<file path="src/rtl/serial_sub.sv">
// Bit-serial subtractor: out = a - b - bin, one bit per clock, LSB first.
// Operands are captured on the accepting edge; out/bout update only on completion.
module serial_sub #(
    parameter int WIDTH = 8
) (
    input  logic             clk,
    input  logic             rst,
    input  logic             start,
    input  logic [WIDTH-1:0] a,
    input  logic [WIDTH-1:0] b,
    input  logic             bin,
    output logic [WIDTH-1:0] out,
    output logic             bout,
    output logic             busy,
    output logic             done
);
    localparam int CW = (WIDTH > 1) ? $clog2(WIDTH) : 1;

    typedef enum logic [1:0] {
        IDLE  = 2'd0,
        SHIFT = 2'd1,
        DONE  = 2'd2
    } state_t;

    state_t state_reg, state_next;

    logic [WIDTH-1:0] sa_reg, sb_reg, sr_reg;
    logic             br_reg;
    logic [CW-1:0]    cnt_reg;
    logic             d, br_next, last_step;

    // One full-subtractor bit slice on the LSBs of the shifting operands.
    always_comb begin
        d         = sa_reg[0] ^ sb_reg[0] ^ br_reg;
        br_next   = (~sa_reg[0] & sb_reg[0]) | (~(sa_reg[0] ^ sb_reg[0]) & br_reg);
        last_step = (cnt_reg == CW'(WIDTH - 1));
    end

    always_ff @(posedge clk or posedge rst) begin
        if (rst) begin
            state_reg <= IDLE;
        end else begin
            state_reg <= state_next;
        end
    end

    always_comb begin
        state_next = state_reg;
        case (state_reg)
            IDLE:    if (start) state_next = SHIFT;
            SHIFT:   if (last_step) state_next = DONE;
            DONE:    state_next = IDLE;
            default: state_next = IDLE;
        endcase
    end

    always_comb begin
        busy = 1'b0;
        done = 1'b0;
        case (state_reg)
            SHIFT:   busy = 1'b1;
            DONE:    done = 1'b1;
            default: ;
        endcase
    end

    always_ff @(posedge clk or posedge rst) begin
        if (rst) begin
            sa_reg  <= '0;
            sb_reg  <= '0;
            sr_reg  <= '0;
            br_reg  <= 1'b0;
            cnt_reg <= '0;
            out     <= '0;
            bout    <= 1'b0;
        end else begin
            case (state_reg)
                IDLE: begin
                    if (start) begin
                        sa_reg  <= a;
                        sb_reg  <= b;
                        br_reg  <= bin;
                        cnt_reg <= '0;
                        sr_reg  <= '0;
                    end
                end
                SHIFT: begin
                    sa_reg  <= sa_reg >> 1;
                    sb_reg  <= sb_reg >> 1;
                    sr_reg  <= {d, sr_reg[WIDTH-1:1]};
                    br_reg  <= br_next;
                    cnt_reg <= cnt_reg + 1'b1;
                    // Results become visible only once the last bit is in.
                    if (last_step) begin
                        out  <= {d, sr_reg[WIDTH-1:1]};
                        bout <= br_next;
                    end
                end
                default: ;
            endcase
        end
    end
endmodule

</file>
<file path="config.mk">
export PLATFORM = sky130hd
export DESIGN_NAME = serial_sub
export DESIGN_NICKNAME = d
export VERILOG_FILES = /design/src/rtl/serial_sub.sv
export SDC_FILE = /design/constraint.sdc
export NUM_CORES = 1
export LEC_CHECK = 0
export BUFFER_PORTS_ARGS = -buffer_cell sky130_fd_sc_hd__buf_2
export CAP_MARGIN = 20
export CORE_ASPECT_RATIO = 0.7
export CORE_UTILIZATION = 54
export DETAILED_ROUTE_END_ITERATION = 8
export GPL_TIMING_DRIVEN = 0
export PLACE_DENSITY_LB_ADDON = 0.3
export SYNTH_ARGS = -nofsm -noshare
export SYNTH_HDL_FRONTEND = slang
export SYNTH_SLANG_ARGS = --single-unit
export TNS_END_PERCENT = 20
</file>
<file path="constraint.sdc">
create_clock -name clk -period 1.65 [get_ports clk]
set_clock_uncertainty 0.05 [all_clocks]
set_input_delay 0.0825 -clock clk [delete_from_list [all_inputs] [get_ports clk]]
set_output_delay 0.0825 -clock clk [all_outputs]
set_load 0.05 [all_outputs]
</file>
==> summary.md, run 1 <==
| Metric | Value |
|---|---|
| Boundary pin count | `31` |
| Critical Path AT | `1440 ps` |
| Cell at the root of the clock tree | `sky130_fd_sc_hd__clkbuf_8` |
| Number of detailed-routing iterations run before antenna repair | `4` |
| Final count of pins violating max slew | `0` |
| Worst vdd ir | `1.014 mV` |
| Area share of the largest cell type after synthesis | `54.29%` |
| Total number of clock tree sinks | `38` |
| Initial DRC Count | `55` |
| Aggregate global-route resource usage | `23.73%` |
| Number of H-tree branching levels | `2` |
| N_diodes | `0` |
| # DRC | `0` |
| Gpl congestion | `0.8309` |
| Number of violations of the max-capacitance limit | `0` |
| Worst slew pin tran | `598.4 ps` |
| Post-Syn Instances | `139` |
| Clock Path Buffers | `2` |
| Required arrival time at the worst endpoint | `1520 ps` |
| Fin crit period | `1568 ps` |
| Mean number of vias per cell | `5.708` |
| Chip Width | `70.08 µm` |
| Internal power | `2.624 mW` |
| Net switching fraction of the power | `39.47%` |
| Leak pwr | `1.051 nW` |
| Top area cells in the synthesized netlist | `sky130_fd_sc_hd__dfrtp_1 (54%), sky130_fd_sc_hd__nor4b_1 (7.5%), sky130_fd_sc_hd__mux2_4 (6.9%), sky130_fd_sc_hd__a221oi_1 (6.5%), sky130_fd_sc_hd__a22o_1 (5.5%)` |
| Share of total power in the clock network | `18.2%` |
| Overall via count from detail_route | `1,233` |
| Wire length of the first global-routing pass | `6058 µm` |
| Unique cell type count in the Yosys netlist | `23` |
| Mapped Avg Cell Area | `12.60 µm²` |
| Tightest slew margin relative to the limit | `60.06%` |
| Height of the die | `49.65 µm` |
| Remaining antenna violation count after routing | `0` |
| Power density cells | `2044 nW/µm²` |
| Status | `complete, no violations` |
| CTS tree | `built` |
| Number of register bits inferred by synthesis | `38` |
| Crit-path slowest cell | `sky130_fd_sc_hd__dfrtp_1` |
| GRT overflow | `0` |
| Pin count of the biggest net entering global routing | `27` |
| Final Hold Fails | `0` |
| Detailed-placement wirelength estimate | `2449 µm` |
| Initial standard-cell utilization of the core | `59.52%` |
| Total negative slack for setup checks | `0 ps` |
| Count of synthesis-stage warnings from yosys | `0` |
| Number of port buffers | `30` |
| Critical path launch point type | `register` |
| Detailed-route wire length per cell | `16.40 µm` |
| Highest Clock Rate | `637.6 MHz` |
| Crit path top cell by count | `sky130_fd_sc_hd__buf_4` |
| Vias in the first global route | `1,216` |
| Crit-path cells | `buf_4 -> buf_2 -> nor2b_1 -> buf_4` |
| Setup Crit Path Kind | `register to output pin` |
| Inserted Clock Buffers | `5` |
| Tcrit/Tclk final | `95.06%` |
| Most frequent standard cell in the layout excluding fill and tap cells | `sky130_fd_sc_hd__dfrtp_1` |
| Sequential cell fraction of total power | `37.1%` |
| Number of nets produced by synthesis | `162` |
| Power Total | `4.335 mW` |
| Min-Delay Path Class | `primary input to register` |
| # setup viols final | `0` |
| Net switching power | `1.711 mW` |
| Critical Path Fanout Max | `10` |
| Site row count | `16` |
| Maximum cell stage delay along the critical path | `410 ps` |
| Initial antenna violation count | `0` |
| Comb power frac | `44.8%` |
| Placeable Area | `2943 µm²` |
| Commonest cells after routing, fill and taps aside | `sky130_fd_sc_hd__dfrtp_1 (38), sky130_fd_sc_hd__buf_2 (31), sky130_fd_sc_hd__inv_1 (18)` |
| Cell type with the highest aggregate area in the netlist | `sky130_fd_sc_hd__dfrtp_1` |
| Cell area after synthesis | `1752 µm²` |
| Number of fill cells in the layout | `208` |
| Worst-skew pair later-pin latency | `290 ps` |
| Sum of routed wire length over all layers | `3543 µm` |
| Post-synthesis sequential area ratio | `54.29%` |
| Full die area | `3479 µm²` |
| Total Nets Final | `202` |
| Synth-to-Final Area Change | `21.07%` |
| Crit-path leading delay family | `buffers and inverters` |
| Clock transition at path regs | `70 ps` |
| Layout cells sized above 1 | `33.33%` |
| Crit. End Element | `output pin` |
| Worst path buffer plus inverter count | `3` |
[Yosys cell counts, drive strengths merged]
library cell,n
inv,18
nor4b,15
mux2,9
buf,11
a211oi,1
nor2b,2
a22o,11
nand2b,2
clkbuf,1
nor3b,2
dfrtp,38
o21bai,1
nand3b,1
fa,1
mux2i,1
a221oi,14
a21oi,1
ha,2
nor2,8
[repair_timing]
| item | 4_1_cts | 5_1_grt |
|---|---|---|
| hold buffers | 3 | 0 |
| resized for setup | 1 | 3 |
| endpoints found under the hold margin | 14 | 0 |
| setup endpoints to repair | 1 | 1 |
| buffers inserted | 0 | 0 |
[path summary, 6_finish.rpt]
kind	from	to	slack, ps	cells past startpoint
max	state_reg[0]	done	80	4
min	start	state_reg[0]	60	3
max reg2reg	cnt_reg[0]	out[3]	80	5
min reg2reg	sb_reg[7]	sb_reg[7]	460	1
max in group asynchronous	rst	sb_reg[3]	680	4
min in group asynchronous	rst	sa_reg[1]	350	3
[logic make-up after synthesis]
logic type,synth area share (%)
mux,8.072
buf+inv,8.927
compound gates,14.21
flops,54.29
fa+ha+maj,2.571
simple gates,11.93
[power by group through the flow]
stage | registers (mW) | clock network (mW) | logic, mW
finish | 1.61 | 0.787 | 1.94
global route | 1.65 | 0.852 | 2.11
CTS | 1.60 | 0.811 | 1.95
detailed placement | 1.62 | 0 | 1.94
global placement | 1.59 | 0 | 1.87
floorplan | 1.93 | 0 | 1.18
[per-stage QoR]
stage	worst slack, ps	area (µm²)	std cells	utilization, %	hold WS [ps]
2_1_floorplan	92.98	1752	139	-	165.0
3_3_place_gp	137.4	1947	205	66.16	257.9
3_5_place_dp	100.4	1974	206	67.09	118.0
4_1_cts	51.76	2116	216	71.90	47.71
5_1_grt	-0.8106	2121	216	72.07	51.57
6_report	81.50	2121	216	72.07	60.96
[worst register-to-register path, stage by stage (launching register included)]
cell and delay (ps):
sky130_fd_sc_hd__dfrtp_1 400, sky130_fd_sc_hd__ha_1 210, sky130_fd_sc_hd__ha_1 190, sky130_fd_sc_hd__nand3b_1 110, sky130_fd_sc_hd__buf_6 180, sky130_fd_sc_hd__mux2_4 310
[area by class of cell]
type	instances	area, µm²	area share, %
Sequential cell	38	950.9	44.84
Multi-Input combinational cell	71	644.4	30.38
Timing Repair Buffer	34	212.7	10.03
Buffer	11	86.33	4.071
Clock buffer	5	68.82	3.245
Inverter	18	67.56	3.186
Clock inverter	3	45.04	2.124
Tap cell	36	45.04	2.124
[layer usage]
layer  GRT usage, %  share of wire, %
met1          32.88                48
met2          34.62                44
met3          8.180               6.5
met4          9.000               1.0
met5              0                 0
Note: power is estimated with default switching activity, not from simulation.
==> run 2: changes to the inputs <==
PLACE_DENSITY = 0.77   (was default)
PLACE_DENSITY_LB_ADDON = default   (was 0.3)
==> summary.md, run 2 (same netlist as run 1, synthesis figures left out) <==
| Metric | Value |
|---|---|
| Worst Setup SP | `cnt_reg[0]` |
| Required arrival time at the worst endpoint | `1780 ps` |
| # setup viols final | `0` |
| Wire length of the first global-routing pass | `5996 µm` |
| Number of H-tree branching levels | `2` |
| Number of fill cells in the layout | `215` |
| Overall via count from detail_route | `1,243` |
| Worst slew pin tran | `623.2 ps` |
| Initial DRC Count | `106` |
| Crit. End Element | `register` |
| Remaining antenna violation count after routing | `0` |
| Critical path launch point type | `register` |
| Net switching power | `1.702 mW` |
| Leak pwr | `1.073 nW` |
| Buffers inserted by post-CTS timing repair | `0` |
| Detailed-placement wirelength estimate | `2492 µm` |
| Tightest slew margin relative to the limit | `58.41%` |
| Uppermost layer routed | `met4` |
| Internal power | `2.824 mW` |
| Worst vdd ir | `1.217 mV` |
| Synth-to-Final Area Change | `22.93%` |
| Sum of routed wire length over all layers | `3475 µm` |
| Clock Path Buffers | `2` |
| Total number of clock tree sinks | `38` |
| Worst hold stages | `3` |
| Pin count of the biggest net entering global routing | `26` |
| Total Nets Final | `202` |
| Total negative slack for setup checks | `0 ps` |
| N_diodes | `0` |
| Setup Crit Path Kind | `register to register` |
| DRT met1 WL | `1733 µm` |
| Number of port buffers | `30` |
| Full die area | `3479 µm²` |
| CTS tree | `built` |
| Crit-path slowest cell | `sky130_fd_sc_hd__dfrtp_1` |
| Crit path top cell by count | `sky130_fd_sc_hd__ha_1` |
| Power Total | `4.526 mW` |
| Reg2Reg Capture Point | `out[2]` |
| Crit-path cells | `ha_1 -> ha_1 -> nand3b_1 -> buf_6 -> mux2_4` |
| Initial antenna violation count | `0` |
| Combined area of the multi-input logic cells | `644.4 µm²` |
| Fin crit period | `1560 ps` |
| Worst-case setup slack after placement | `98.38 ps` |
| Critical Path Fanout Max | `10` |
| Clock transition at path regs | `70 ps` |
| Commonest cells after routing, fill and taps aside | `sky130_fd_sc_hd__dfrtp_1 (38), sky130_fd_sc_hd__buf_2 (31), sky130_fd_sc_hd__inv_1 (18)` |
| Critical Path AT | `1690 ps` |
| Maximum cell stage delay along the critical path | `390 ps` |
| Tcrit/Tclk final | `94.56%` |
| Worst-skew pair later-pin latency | `290 ps` |
| Worst path buffer plus inverter count | `1` |
| Share of total power in the clock network | `21.5%` |
| Register area | `950.9 µm²` |
| Status | `complete, no violations` |
| Net switching fraction of the power | `37.61%` |
| Cell at the root of the clock tree | `sky130_fd_sc_hd__clkbuf_8` |
| Hold Path Origin | `a[0]` |
| Core Util, Final | `73.17%` |
| Most frequent standard cell in the layout excluding fill and tap cells | `sky130_fd_sc_hd__dfrtp_1` |
| Power density cells | `2102 nW/µm²` |
| Reg2reg start | `cnt_reg[0]` |
| Comb power frac | `43.1%` |
| Vias in the first global route | `1,247` |
| Detailed-route wire length per cell | `16.09 µm` |
| Setup repair after global routing missed its margin | `no` |
| Flop2flop setup slack | `90 ps` |
| Final count of pins violating max slew | `0` |
| Routed wire length on met3 | `154 µm` |
| Final Hold Fails | `0` |
| Highest Clock Rate | `640.9 MHz` |
| Layout cells sized above 1 | `33.33%` |
| Number of cells on the worst reg-to-reg path | `5` |
| Aggregate global-route resource usage | `22.85%` |
| Initial standard-cell utilization of the core | `59.52%` |
| Chip Width | `70.08 µm` |
| Number of detailed-routing iterations run before antenna repair | `4` |
| GRT overflow | `0` |
| Worst Hold Endpoint | `sa_reg[0]` |
| Crit-path leading delay family | `adder cells` |
| Sequential cell fraction of total power | `35.5%` |
| Site row count | `16` |
| # DRC | `0` |
| Height of the die | `49.65 µm` |
| Min-Delay Path Class | `primary input to register` |
| Inserted Clock Buffers | `5` |
| Boundary pin count | `31` |
| Mean number of vias per cell | `5.755` |
| Worst Slack Setup Final | `89.76 ps` |
| Number of violations of the max-capacitance limit | `0` |
| Placeable Area | `2943 µm²` |
| Gpl congestion | `0.7948` |
| Met2 wire length | `1544 µm` |
==> run 2: cell types whose count changed in the layout (fill, tap and decap cells not counted) <==
cell	before	now
sky130_fd_sc_hd__clkinvlp_4	2	0
sky130_fd_sc_hd__buf_6	4	5
sky130_fd_sc_hd__clkbuf_8	5	6
sky130_fd_sc_hd__bufinv_16	1	2
sky130_fd_sc_hd__buf_4	4	3
==> run 2: worst max-delay path by stage <==
stage / slack [ps] / cells after the start / end
after CTS: 40 / 4 / done
final: 90 / 5 / out[2]
after detailed placement: 100 / 5 / out[7]
after global routing: 4 / 4 / done
after floorplan: 90 / 3 / done
after global placement: 140 / 5 / out[3]
==> run 2: final cells by class <==
cell class / instances / area share, %
plain buffers: 11 / 4.009
clock buffers: 6 / 3.835
clock inverters: 2 / 2.789
inverters: 18 / 3.138
multi-input cells: 71 / 29.92
flip-flops and latches: 38 / 44.16
well taps: 36 / 2.092
repair buffers: 34 / 10.05
==> run 2: metal layers <==
layer / vias to the layer above / track usage (%)
li1: 587 / -
met1: 619 / 34.19
met2: 30 / 32.05
met3: 7 / 5.726
met4: 0 / 8.333
met5: - / 0
==> run 2: per-stage QoR <==
stage               std cells  hold slack, ps  cell area (µm²)
floorplan                 139           165.0             1752
global placement          205           255.1             1947
detailed placement        206           137.4             1974
CTS                       216           76.64             2145
global route              216           108.4             2153
finish                    216           91.34             2153
==> run 2: timing repair <==
item                                    in CTS  in global routing
endpoints found under the hold margin       15                  0
gates resized for setup                      1                  4
hold buffers                                 3                  0
endpoints found under the setup margin       1                  1
==> run 2: power by group through the flow <==
stage	clock [mW]	combinational, mW	sequential [mW]
floorplan	0	1.18	1.93
global placement	0	1.87	1.59
global route	1.02	2.12	1.65
detailed placement	0	1.93	1.62
finish	0.971	1.95	1.61
CTS	0.982	1.95	1.61
==> run 2: worst min-delay path, delay by kind of cell <==
kind / cells / cell delay, ps
simple gates: 1 / 50
compound gates: 1 / 160
buf+inv: 1 / 80
==> run 3: changes to the inputs <==
CELL_PAD_IN_SITES_DETAIL_PLACEMENT = 1   (was default)
CELL_PAD_IN_SITES_GLOBAL_PLACEMENT = 1   (was default)
CORE_UTILIZATION = 44   (was 54)
PLACE_DENSITY = default   (was 0.77)
PLACE_DENSITY_LB_ADDON = 0.1   (was default)
clock period = 1.75 ns   (was 1.65 ns; I/O delays follow)
==> summary.md, run 3 (same netlist as run 1, synthesis figures left out) <==
| Metric | Value |
|---|---|
| Detailed-route wire length per cell | `19.09 µm` |
| # DRC | `0` |
| Crit-path cells | `buf_4 -> buf_2 -> nor2b_1 -> buf_2` |
| Power Total | `4.055 mW` |
| Gpl congestion | `0.7284` |
| Worst vdd ir | `0.8321 mV` |
| Leak pwr | `1.062 nW` |
| Net switching power | `1.682 mW` |
| Tightest slew margin relative to the limit | `65.08%` |
| Commonest cells after routing, fill and taps aside | `sky130_fd_sc_hd__dfrtp_1 (38), sky130_fd_sc_hd__buf_2 (33), sky130_fd_sc_hd__inv_1 (18)` |
| Vias in the first global route | `1,376` |
| Crit path top cell by count | `sky130_fd_sc_hd__buf_2` |
| Detailed-placement wirelength estimate | `3123 µm` |
| Mean number of vias per cell | `5.693` |
| Height of the die | `54.79 µm` |
| Cell at the root of the clock tree | `sky130_fd_sc_hd__clkbuf_8` |
| Worst-skew pair later-pin latency | `290 ps` |
| Tcrit/Tclk final | `92.88%` |
| Crit. End Element | `output pin` |
| Clock Path Buffers | `2` |
| Initial DRC Count | `52` |
| Crit-path slowest cell | `sky130_fd_sc_hd__dfrtp_1` |
| Core Util, Final | `58.25%` |
| Synth-to-Final Area Change | `22.07%` |
| Worst hold slack after final layout | `92.67 ps` |
| Number of port buffers | `30` |
| Worst slew pin tran | `516.5 ps` |
| Final non-filler cell area | `2138 µm²` |
| Buffers inserted by post-CTS timing repair | `0` |
| Fin crit period | `1625 ps` |
| Total number of clock tree sinks | `38` |
| Inserted Clock Buffers | `5` |
| Placeable Area | `3671 µm²` |
| Highest Clock Rate | `615.2 MHz` |
| Wire length of the first global-routing pass | `7107 µm` |
| Critical Path AT | `1490 ps` |
| Overall via count from detail_route | `1,315` |
| Critical Path Fanout Max | `10` |
| Pin count of the biggest net entering global routing | `17` |
| Number of detailed-routing iterations run before antenna repair | `5` |
| Remaining antenna violation count after routing | `0` |
| Initial antenna violation count | `0` |
| Net switching fraction of the power | `41.47%` |
| Number of H-tree branching levels | `2` |
| N_diodes | `0` |
| Setup repair after global routing missed its margin | `no` |
| Comb power frac | `47.1%` |
| # setup viols final | `0` |
| Clock transition at path regs | `70 ps` |
| Critical path launch point type | `register` |
| Boundary pin count | `31` |
| Site row count | `18` |
| Full die area | `4242 µm²` |
| GRT overflow | `0` |
| Power density cells | `1896 nW/µm²` |
| Status | `complete, no violations` |
| Total negative slack for setup checks | `0 ps` |
| Maximum cell stage delay along the critical path | `410 ps` |
| Post-detailed-placement cell area | `2019 µm²` |
| Number of fill cells in the layout | `389` |
| Required arrival time at the worst endpoint | `1610 ps` |
| Final Hold Fails | `0` |
| Chip Width | `77.42 µm` |
| Flop2flop setup slack | `200 ps` |
| Setup Crit Path Kind | `register to output pin` |
| Register area | `950.9 µm²` |
| CTS tree | `built` |
| Final count of pins violating max slew | `0` |
| Number of violations of the max-capacitance limit | `0` |
| Most frequent standard cell in the layout excluding fill and tap cells | `sky130_fd_sc_hd__dfrtp_1` |
| Aggregate global-route resource usage | `23.74%` |
| Sum of routed wire length over all layers | `4409 µm` |
| Initial standard-cell utilization of the core | `47.72%` |
| Layout cells sized above 1 | `33.15%` |
| Total Nets Final | `203` |
| Min-Delay Path Class | `primary input to register` |
| Sequential cell fraction of total power | `37.7%` |
| Combined area of the multi-input logic cells | `644.4 µm²` |
| Internal power | `2.373 mW` |
| Share of total power in the clock network | `15.2%` |
run 3: cell types whose count changed in the layout (fill, tap and decap cells not counted):
cell                        before  now
sky130_fd_sc_hd__buf_4           3    2
sky130_fd_sc_hd__buf_2          31   33
sky130_fd_sc_hd__clkbuf_1        1    2
sky130_fd_sc_hd__buf_16          1    2
sky130_fd_sc_hd__buf_6           5    4
sky130_fd_sc_hd__clkinv_2        0    1
sky130_fd_sc_hd__bufinv_16       2    0
run 3: path summary, 6_finish.rpt:
path,start,to,depth (start not counted)
worst max register to register,cnt_reg[0],out[4],5
max in group asynchronous,rst,sb_reg[4],5
min in group asynchronous,rst,out[7],3
worst max-delay path,state_reg[0],done,4
worst min-delay path,start,state_reg[0],3
worst min register to register,out[5],out[5],1
run 3: through the flow:
step	setup slack, ps	std cells
finish	124.5	231
global route	20.48	231
CTS	5.100	232
detailed placement	192.5	221
global placement	233.7	219
floorplan	188.0	139
run 3: cell type report:
class / instances / share of cell area [%]
multi-input cells: 71 / 30.13
inverters: 18 / 3.160
clock inverters: 1 / 0.2341
plain buffers: 11 / 3.920
well taps: 50 / 2.926
clock buffers: 7 / 4.037
flip-flops and latches: 38 / 44.47
repair buffers: 35 / 11.12
run 3: per-layer routing:
metal	vias to the layer above	global-route usage [%]	share of wire [%]
met2	42	40.27	49
met4	0	12.89	3.0
met3	13	6.167	4.8
met5	-	0	0
met1	679	28.69	43
li1	581	-	-
run 3: what timing repair did:
action / 4_1_cts / 5_1_grt
endpoints found under the setup margin: 0 / 1
resized for setup: 0 / 1
endpoints found under the hold margin: 11 / 0
hold buffers: 3 / 0
run 3: power groups by stage:
stage | Combinational (mW) | Clock (mW) | Sequential (mW)
2_1_floorplan | 1.11 | 0 | 1.82
3_3_place_gp | 1.79 | 0 | 1.50
3_5_place_dp | 1.91 | 0 | 1.54
4_1_cts | 1.94 | 0.635 | 1.53
5_1_grt | 2.07 | 0.655 | 1.57
6_report | 1.91 | 0.617 | 1.53
run 3: critical path, delay by kind of cell, from the launching register on:
family        cells  cell delay [ps]
flops             1              410
buf+inv           3              660
simple gates      1              120
